<file path="src/rtl/i2c_pkg.sv">
// Shared types and constants for the I2C slave register-file back end.
package i2c_pkg;

    typedef enum logic [2:0] {
        StIdle,
        StPtr,
        StWdata,
        StRdata,
        StErr
    } state_e;

    localparam logic       I2C_ACK       = 1'b1;
    localparam logic       I2C_NACK      = 1'b0;
    localparam logic [7:0] I2C_IDLE_BYTE = 8'hFF;

    // True when a received pointer byte addresses an existing register.
    function automatic logic ptr_in_range(input logic [7:0] b, input int unsigned aw);
        return (aw >= 8) || ((32'(b) >> aw) == 32'd0);
    endfunction

endpackage

</file>
<file path="src/rtl/i2c_slave_regfile_if.sv">
// Byte-level event bus between the I2C slave FSM (master modport) and the
// register-file back end (slave modport), plus the host read / write-done side.
interface i2c_slave_regfile_if #(
    parameter int unsigned ADDR_W = 4
);
    logic              start_evt;
    logic              stop_evt;
    logic              rx_valid;
    logic [7:0]        rx_data;
    logic              rx_ack_valid;
    logic              rx_ack;
    logic              tx_req;
    logic              tx_valid;
    logic [7:0]        tx_data;
    logic [ADDR_W-1:0] host_addr;
    logic [7:0]        host_rdata;
    logic              wr_done;

    modport master (
        output start_evt, stop_evt, rx_valid, rx_data, tx_req, host_addr,
        input  rx_ack_valid, rx_ack, tx_valid, tx_data, host_rdata, wr_done
    );

    modport slave (
        input  start_evt, stop_evt, rx_valid, rx_data, tx_req, host_addr,
        output rx_ack_valid, rx_ack, tx_valid, tx_data, host_rdata, wr_done
    );

endinterface

</file>
<file path="src/rtl/i2c_regfile_mem.sv">
// DEPTH x 8 register array: one synchronous write port, two combinational
// read ports (slave path and host path). Reset clears every entry.
// I2C_REGFILE_WRPROT_EN: exports regs[0] bit 0 as the write-protect flag.
module i2c_regfile_mem #(
    parameter int unsigned ADDR_W = 4
) (
    input  logic              clk,
    input  logic              rst_,
    input  logic              we,
    input  logic [ADDR_W-1:0] waddr,
    input  logic [7:0]        wdata,
    input  logic [ADDR_W-1:0] raddr_a,
    output logic [7:0]        rdata_a,
    input  logic [ADDR_W-1:0] raddr_b,
`ifdef I2C_REGFILE_WRPROT_EN
    output logic [7:0]        rdata_b,
    output logic              wp
`else
    output logic [7:0]        rdata_b
`endif
);

    localparam int unsigned DEPTH = 2 ** ADDR_W;

    logic [7:0] regs [DEPTH];

    // Storage: synchronous clear on reset, single write port otherwise.
    always_ff @(posedge clk) begin
        if (rst_) begin
            for (int i = 0; i < DEPTH; i++) begin
                regs[i] <= 8'h00;
            end
        end else if (we) begin
            regs[waddr] <= wdata;
        end
    end

    assign rdata_a = regs[raddr_a];
    assign rdata_b = regs[raddr_b];

`ifdef I2C_REGFILE_WRPROT_EN
    assign wp = regs[0][0];
`endif

endmodule

</file>
<file path="src/rtl/i2c_slave_regfile.sv">
// I2C slave register-file back end: turns START/STOP/byte/read-request events
// into pointer, write and auto-incrementing read accesses on a small array.
// I2C_REGFILE_WRPROT_EN: regs[0] bit 0 write-protects indices 1..DEPTH-1.
module i2c_slave_regfile
    import i2c_pkg::*;
#(
    parameter int unsigned ADDR_W = 4
) (
    input  logic               clk,
    input  logic               rst_,
    i2c_slave_regfile_if.slave bus
);

    state_e            state;
    logic [ADDR_W-1:0] ptr;
    logic              wr_seen;

    logic              rx_take;
    logic              tx_take;
    logic              wr_allowed;
    logic              mem_we;
    logic [7:0]        slave_rdata;
    logic [7:0]        host_rd;

`ifdef I2C_REGFILE_WRPROT_EN
    logic              wp;
`endif

    i2c_regfile_mem #(
        .ADDR_W (ADDR_W)
    ) u_mem (
        .clk     (clk),
        .rst_    (rst_),
        .we      (mem_we),
        .waddr   (ptr),
        .wdata   (bus.rx_data),
        .raddr_a (ptr),
        .rdata_a (slave_rdata),
        .raddr_b (bus.host_addr),
`ifdef I2C_REGFILE_WRPROT_EN
        .rdata_b (host_rd),
        .wp      (wp)
`else
        .rdata_b (host_rd)
`endif
    );

    // Event qualification: a START in the same cycle swallows byte and request.
    always_comb begin
        rx_take = bus.rx_valid && !bus.start_evt;
        tx_take = bus.tx_req && !bus.start_evt;
`ifdef I2C_REGFILE_WRPROT_EN
        wr_allowed = !wp || (ptr == '0);
`else
        wr_allowed = 1'b1;
`endif
        mem_we = !rst_ && rx_take && (state == StWdata) && wr_allowed;
    end

    // Transaction FSM with pointer, write tracking and registered outputs.
    always_ff @(posedge clk) begin
        if (rst_) begin
            state            <= StIdle;
            ptr              <= '0;
            wr_seen          <= 1'b0;
            bus.rx_ack_valid <= 1'b0;
            bus.rx_ack       <= I2C_NACK;
            bus.tx_valid     <= 1'b0;
            bus.tx_data      <= 8'h00;
            bus.host_rdata   <= 8'h00;
            bus.wr_done      <= 1'b0;
        end else begin
            bus.rx_ack_valid <= 1'b0;
            bus.tx_valid     <= 1'b0;
            bus.wr_done      <= 1'b0;
            bus.host_rdata   <= host_rd;

            if (bus.start_evt) begin
                // Pointer and wr_seen survive a repeated START.
                state <= StPtr;
            end else begin
                if (rx_take) begin
                    bus.rx_ack_valid <= 1'b1;
                    case (state)
                        StPtr: begin
                            if (ptr_in_range(bus.rx_data, ADDR_W)) begin
                                ptr        <= bus.rx_data[ADDR_W-1:0];
                                bus.rx_ack <= I2C_ACK;
                                state      <= StWdata;
                            end else begin
                                bus.rx_ack <= I2C_NACK;
                                state      <= StErr;
                            end
                        end
                        StWdata: begin
                            // Protected writes are dropped but still advance the pointer.
                            ptr        <= ptr + 1'b1;
                            bus.rx_ack <= wr_allowed ? I2C_ACK : I2C_NACK;
                            if (wr_allowed) begin
                                wr_seen <= 1'b1;
                            end
                        end
                        StRdata: begin
                            bus.rx_ack <= I2C_NACK;
                            state      <= StErr;
                        end
                        default: begin
                            bus.rx_ack <= I2C_NACK;
                        end
                    endcase
                end

                if (tx_take) begin
                    bus.tx_valid <= 1'b1;
                    // A request colliding with a received byte is a protocol error.
                    if (!rx_take &&
                        (state == StPtr || state == StWdata || state == StRdata)) begin
                        bus.tx_data <= slave_rdata;
                        ptr         <= ptr + 1'b1;
                        state       <= StRdata;
                    end else begin
                        bus.tx_data <= I2C_IDLE_BYTE;
                    end
                end

                if (bus.stop_evt) begin
                    state       <= StIdle;
                    bus.wr_done <= wr_seen | mem_we;
                    wr_seen     <= 1'b0;
                end
            end
        end
    end

endmodule

</file>
<file path="src/flat_wrapper.sv">
// flat-port wrapper written by rule: the top's interface ports become plain ports
module i2c_slave_regfile_flat import i2c_pkg::*;
#(
    parameter int unsigned ADDR_W = 4
)
  (clk, rst_, bus_start_evt, bus_stop_evt, bus_rx_valid, bus_rx_data, bus_tx_req, bus_host_addr, bus_rx_ack_valid, bus_rx_ack, bus_tx_valid, bus_tx_data, bus_host_rdata, bus_wr_done);
  i2c_slave_regfile_if #(.ADDR_W(ADDR_W)) bus_i ();
  input  logic clk;
  input  logic rst_;
  input wire logic [$bits(bus_i.start_evt)-1:0] bus_start_evt;
  input wire logic [$bits(bus_i.stop_evt)-1:0] bus_stop_evt;
  input wire logic [$bits(bus_i.rx_valid)-1:0] bus_rx_valid;
  input wire logic [$bits(bus_i.rx_data)-1:0] bus_rx_data;
  input wire logic [$bits(bus_i.tx_req)-1:0] bus_tx_req;
  input wire logic [$bits(bus_i.host_addr)-1:0] bus_host_addr;
  output wire logic [$bits(bus_i.rx_ack_valid)-1:0] bus_rx_ack_valid;
  output wire logic [$bits(bus_i.rx_ack)-1:0] bus_rx_ack;
  output wire logic [$bits(bus_i.tx_valid)-1:0] bus_tx_valid;
  output wire logic [$bits(bus_i.tx_data)-1:0] bus_tx_data;
  output wire logic [$bits(bus_i.host_rdata)-1:0] bus_host_rdata;
  output wire logic [$bits(bus_i.wr_done)-1:0] bus_wr_done;
  assign bus_i.start_evt = bus_start_evt;
  assign bus_i.stop_evt = bus_stop_evt;
  assign bus_i.rx_valid = bus_rx_valid;
  assign bus_i.rx_data = bus_rx_data;
  assign bus_i.tx_req = bus_tx_req;
  assign bus_i.host_addr = bus_host_addr;
  assign bus_rx_ack_valid = bus_i.rx_ack_valid;
  assign bus_rx_ack = bus_i.rx_ack;
  assign bus_tx_valid = bus_i.tx_valid;
  assign bus_tx_data = bus_i.tx_data;
  assign bus_host_rdata = bus_i.host_rdata;
  assign bus_wr_done = bus_i.wr_done;
  i2c_slave_regfile #(.ADDR_W(ADDR_W)) u_core (.clk(clk), .rst_(rst_), .bus(bus_i));
endmodule
</file>
<file path="config.mk">
export PLATFORM = sky130hd
export DESIGN_NAME = i2c_slave_regfile_flat
export DESIGN_NICKNAME = d
export VERILOG_FILES = /design/src/rtl/i2c_pkg.sv /design/src/rtl/i2c_slave_regfile_if.sv /design/src/rtl/i2c_regfile_mem.sv /design/src/rtl/i2c_slave_regfile.sv /design/src/flat_wrapper.sv
export SDC_FILE = /design/constraint.sdc
export NUM_CORES = 1
export LEC_CHECK = 0
export ABC_AREA = 1
export CAP_MARGIN = 10
export CELL_PAD_IN_SITES_DETAIL_PLACEMENT = 0
export CELL_PAD_IN_SITES_GLOBAL_PLACEMENT = 1
export CORE_MARGIN = 3
export CORE_UTILIZATION = 45
export DETAILED_ROUTE_END_ITERATION = 8
export HOLD_SLACK_MARGIN = 0.06
export PLACE_DENSITY_LB_ADDON = 0.1
export SLEW_MARGIN = 20
export SYNTH_ARGS = -nofsm -noshare
export SYNTH_HDL_FRONTEND = slang
export SYNTH_SLANG_ARGS = --single-unit
</file>
<file path="constraint.sdc">
create_clock -name clk -period 2.1 [get_ports clk]
set_clock_uncertainty 0.1 [all_clocks]
set_input_delay 0.21 -clock clk [delete_from_list [all_inputs] [get_ports clk]]
set_output_delay 0.21 -clock clk [all_outputs]
set_load 0.01 [all_outputs]
</file>
After elaboration in Yosys (flattened, before gate mapping) --
Memories as Yosys holds them, arrays and structs flattened. A register that Yosys moved wholly into a read port is not among the register bits. Cells that the tools add are included.
Storage, ports and cells: register bits 20, memory bits (writable) 128, bits of input ports 18, output and inout bits 20, word-level logic and storage cells 67, memories 1
Cells by class: add/sub/neg operators 1, eq/ne operators 3, multiplexer cells 30, bitwise logic cells 3, reduce and logical (&&, ||, !) cells 20
Memories:
- u_core.u_mem.regs | depth 16, bits a word 8, rd ports 2, clocked after Yosys merged registers in 2, wr ports 16, line i2c_regfile_mem.sv:25 | logic [7:0] regs [DEPTH];
Operators with widths (number):
- $logic_not A32 Y1 | 1
- $mux W4 | 7
- $mux W8 | 2
- $mux W1 | 14
- $mux W3 | 4
- $pmux W4 S2 | 1
- $reduce_or A8 Y1 | 1
- $eq A3 B2 Y1 const B | 2
- $pmux W3 S2 | 1
- $reduce_or A3 Y1 | 2
- $logic_and A1 B1 Y1 | 5
- $add A4 B1 Y4 const B | 1
- $reduce_and A2 Y1 | 2
- $reduce_bool A2 Y1 | 2
- $eq A3 B1 Y1 const B | 1
- $logic_not A1 Y1 | 3
- $reduce_and A3 Y1 | 1
- $logic_or A1 B1 Y1 | 2
- $not A1 Y1 | 2
- $pmux W1 S2 | 1
- $reduce_or A2 Y1 | 1
- $or A1 B1 Y1 | 1

Depth between registers and ports, before layout --
depth after elaboration 9, mapped depth 11, depth with buffers taken out 10

By module --
From an unflattened synthesis, not the netlist that was laid out.
Second synthesis, totals: cell total of the unflattened synthesis 1146, area, all modules 8708.4 sq um
By module, submodules not included:
- i2c_regfile_mem | instances 1, cells an instance 1000, area each 7521.0 sq um
- i2c_slave_regfile | instances 1, cells an instance 146, area each 1187.4 sq um

Worst setup path after synthesis --
Ideal clock, no wire load.
path kind register -> register, start reg u_core.ptr[2], end mem u_core.u_mem.regs[2][0], enable pin, data arrival time 1290 ps, data required time 1671 ps, setup slack 381 ps, stages on the path, launching flop included 4, buffers on the path 0, cells stage by stage dfxtp_1 nor2_1 nand2_4 nand2_1
RTL lines:
- start: declaration | line i2c_slave_regfile.sv:15 | logic [ADDR_W-1:0] ptr;
- start signal: assignment | line i2c_slave_regfile.sv:87 | ptr <= bus.rx_data[ADDR_W-1:0];
- start signal: assignment | line i2c_slave_regfile.sv:97 | ptr <= ptr + 1'b1;
- start signal: assignment | line i2c_slave_regfile.sv:119 | ptr <= ptr + 1'b1;
- end: declaration | line i2c_regfile_mem.sv:25

==> flow_metrics.py <==
metrics = {
    "status": {
        "status": "completed",
    },
    "placement": {
        "portBuffers": 37,
        "place_inst": 1405,
        "gp_congestion": 0.884,
        "placed_area_um2": 9950,
        "pre_cts_ws_ns": -0.0908,
        "place_hpwl_um": 19600,
    },
    "min_path": {
        "worstHoldPathCells": 3,
        "hold_start": "bus_stop_evt",
        "hold_end": "u_core.bus.wr_done",
        "hold_class": "input port to register",
    },
    "global_route": {
        "met1_usage": 0.350,
        "grt_pass1_wl_um": 41500,
        "overflow": 0,
        "grt_max_degree": 60,
        "grt_util_met3": 0.0509,
        "met2_usage": 0.414,
        "grt.busiest_layer": "met2",
        "grtUsageTotal": 0.258,
        "grt_antenna_before_repair": 0,
        "grt_pass1_vias": 7216,
    },
    "run": {
        "drv_cap": 0,
    },
    "timing": {
        "drv_slew": 0,
        "post-route-period-util": 0.880,
        "finalSetupViolCount": 0,
        "holdWs_ns": 0.262,
        "fmax_ghz": 0.541,
        "hold_violations": 0,
        "slew_headroom": 0.685,
        "rsz0062_at_grt": "no",
        "layout_min_cycle_time_ns": 1.85,
        "fin_ws_ns": 0.252,
        "finalSetupTns_ns": 0,
        "worstMarginPinSlew_ns": 0.473,
    },
    "yosys": {
        "synth_seq_area_share": 0.508,
        "synth_top_area_cell": "edfxtp_1",
        "syn_avg_cell_area_um2": 8.03,
        "yosysWarnings": 0,
        "synthesis.instances": 1099,
        "synth.net_count": 1121,
        "synth_cell_types": 29,
        "synthTopCellsByArea": "edfxtp_1, nand2_1, nand3_1",
        "synth-seq-cells": 160,
        "synth.top_cell.area_share": 0.436,
        "netlist_area_um2": 8820,
    },
    "die": {
        "die_y_um": 146,
        "coreArea_um2": 19000,
        "start_util": 0.465,
        "row_count": 50,
        "ios": 38,
        "die_x_um": 146,
        "dieArea_um2": 21300,
    },
    "drt": {
        "firstDrtPassIters": 5,
        "routed-via-count": 7607,
        "routed_via_density": 5.29,
        "first_iter_violations": 757,
        "routed_wl_um": 27200,
        "wl_per_cell_um": 18.9,
        "ant_nets": 0,
        "drc": 0,
    },
    "cells_and_area": {
        "layout_common_cells": "nand2_1, nor2_1, nand3_1",
        "final_cells": 1437,
        "syn_to_final_growth_pct": 19.7,
        "n_antenna_cell": 0,
        "drive_gt1_frac": 0.123,
        "nets": 1186,
        "final_area_um2": 10600,
        "mostFrequentLayoutCell": "nand2_1",
    },
    "critical_path": {
        "crit_required_ns": 2.10,
        "cp-start-kind": "register",
        "crit_path_end_kind": "register",
        "reg2reg_to": "u_core.u_mem.regs[5][3]",
        "cp-startpoint": "u_core.state[2]",
        "worstSetupPathType": "register to register",
        "critPathArrivalTime_ns": 1.85,
        "rrSetupSlack_ns": 0.25,
        "timing.rr.start": "u_core.state[2]",
        "reg2reg_depth": 7,
        "worstPathMaxFanout": 8,
    },
    "clocking": {
        "cts_buffers": 17,
        "post-cts-setup-buffers": 0,
        "path_clk_slew_ns": 0.07,
        "cts-root-buf": "clkbuf_16",
        "htreeDepth": 4,
        "tritoncts": "yes",
        "numClockSinks": 160,
        "ctsHoldBuffers": 0,
        "cts-resized-gates": 0,
        "clk-insertion-delay-late_ns": 0.43,
        "cts_buffer_depth": 2,
    },
    "power": {
        "power.share.sequential": 0.469,
        "power.density_nw_per_um2": 724,
        "combPwrFrac": 0.118,
        "switching_share": 0.251,
        "power_switching_w": 0.00192,
        "p_int_w": 0.00573,
        "clkPwrFrac": 0.414,
        "leakage_nw": 4.76,
        "ir_worst_vdd_mv": 0.555,
    },
}
-- metal layers --
metal	wire [um]	vias to the layer above	share of wire
met1	11800	3566	0.43
li1	-	3697	-
met4	835	0	0.031
met2	12600	288	0.47
met3	1900	56	0.070
met5	0	-	0
-- cell usage after synthesis, drive strengths merged --
master / instances
a21oi: 38
a31o: 1
a31oi: 1
and2: 1
buf: 34
clkbuf: 26
clkinv: 3
dfxtp: 32
edfxtp: 128
ha: 4
inv: 141
nand2: 249
nand3: 162
nand3b: 1
nor2: 207
o211ai: 32
o21ai: 37
o21bai: 1
xor2: 1
-- stage by stage --
step           power [W]  utilization
3_5_place_dp     0.00454        0.525
2_1_floorplan    0.00413            -
4_1_cts          0.00767        0.557
5_1_grt          0.00790        0.557
6_report         0.00765        0.557
3_3_place_gp     0.00454        0.525
-- power groups by stage --
stage          combinational (W)  clock, W  sequential, W
2_1_floorplan           0.000489         0        0.00364
3_3_place_gp            0.000890         0        0.00365
6_report                0.000901   0.00316        0.00358
3_5_place_dp            0.000892         0        0.00365
4_1_cts                 0.000896   0.00319        0.00358
5_1_grt                 0.000982   0.00332        0.00359
-- how the worst max path moves through the flow --
| stage | cells after the start | end | slack [ns] |
|---|---|---|---|
| after CTS | 7 | u_core.u_mem.regs[5][3] | 0.25 |
| final | 7 | u_core.u_mem.regs[5][3] | 0.25 |
| after global routing | 7 | u_core.u_mem.regs[5][1] | 0.11 |
| after global placement | 9 | u_core.u_mem.regs[5][0] | -0.07 |
| after detailed placement | 9 | u_core.u_mem.regs[5][1] | -0.09 |
| after floorplan | 3 | u_core.u_mem.regs[2][0] | 0.38 |
-- final cells by class --
| cell class | instances | area (um2) |
|---|---|---|
| inverters | 144 | 543 |
| flip-flops and latches | 160 | 4490 |
| well taps | 260 | 325 |
| multi-input cells | 735 | 3520 |
| fillers | 1760 | 8390 |
| clock inverters | 7 | 55.1 |
| clock buffers | 25 | 561 |
| repair buffers | 106 | 1070 |
-- flip-flops by register name, indices dropped and copies added, names as in the netlist, 3 cells and up, named ones only --
| register | flops |
|---|---|
| u_core.u_mem.regs | 128 |
| u_core.ptr | 4 |
| u_core.bus.tx_data | 8 |
| u_core.bus.host_rdata | 8 |
| u_core.state | 3 |
-- critical path, stage by stage (launching register included) --
cell and delay, ns:
dfxtp_1 0.31, inv_1 0.14, nand2_2 0.09, nor2_4 0.16
nand2_8 0.12, nor2_8 0.27, nand2_4 0.07, nand2_1 0.25
-- logic make-up after synthesis --
kind of cell | synth area share
AND/OR/NAND/NOR | 0.320
AO/OA/AOI/OAI | 0.0723
flip-flops | 0.508
XOR/XNOR | 0.000993
adder cells (fa/ha/maj) | 0.00567
buffers and inverters | 0.0923
No activity file was read; power rests on OpenSTA's default activity.
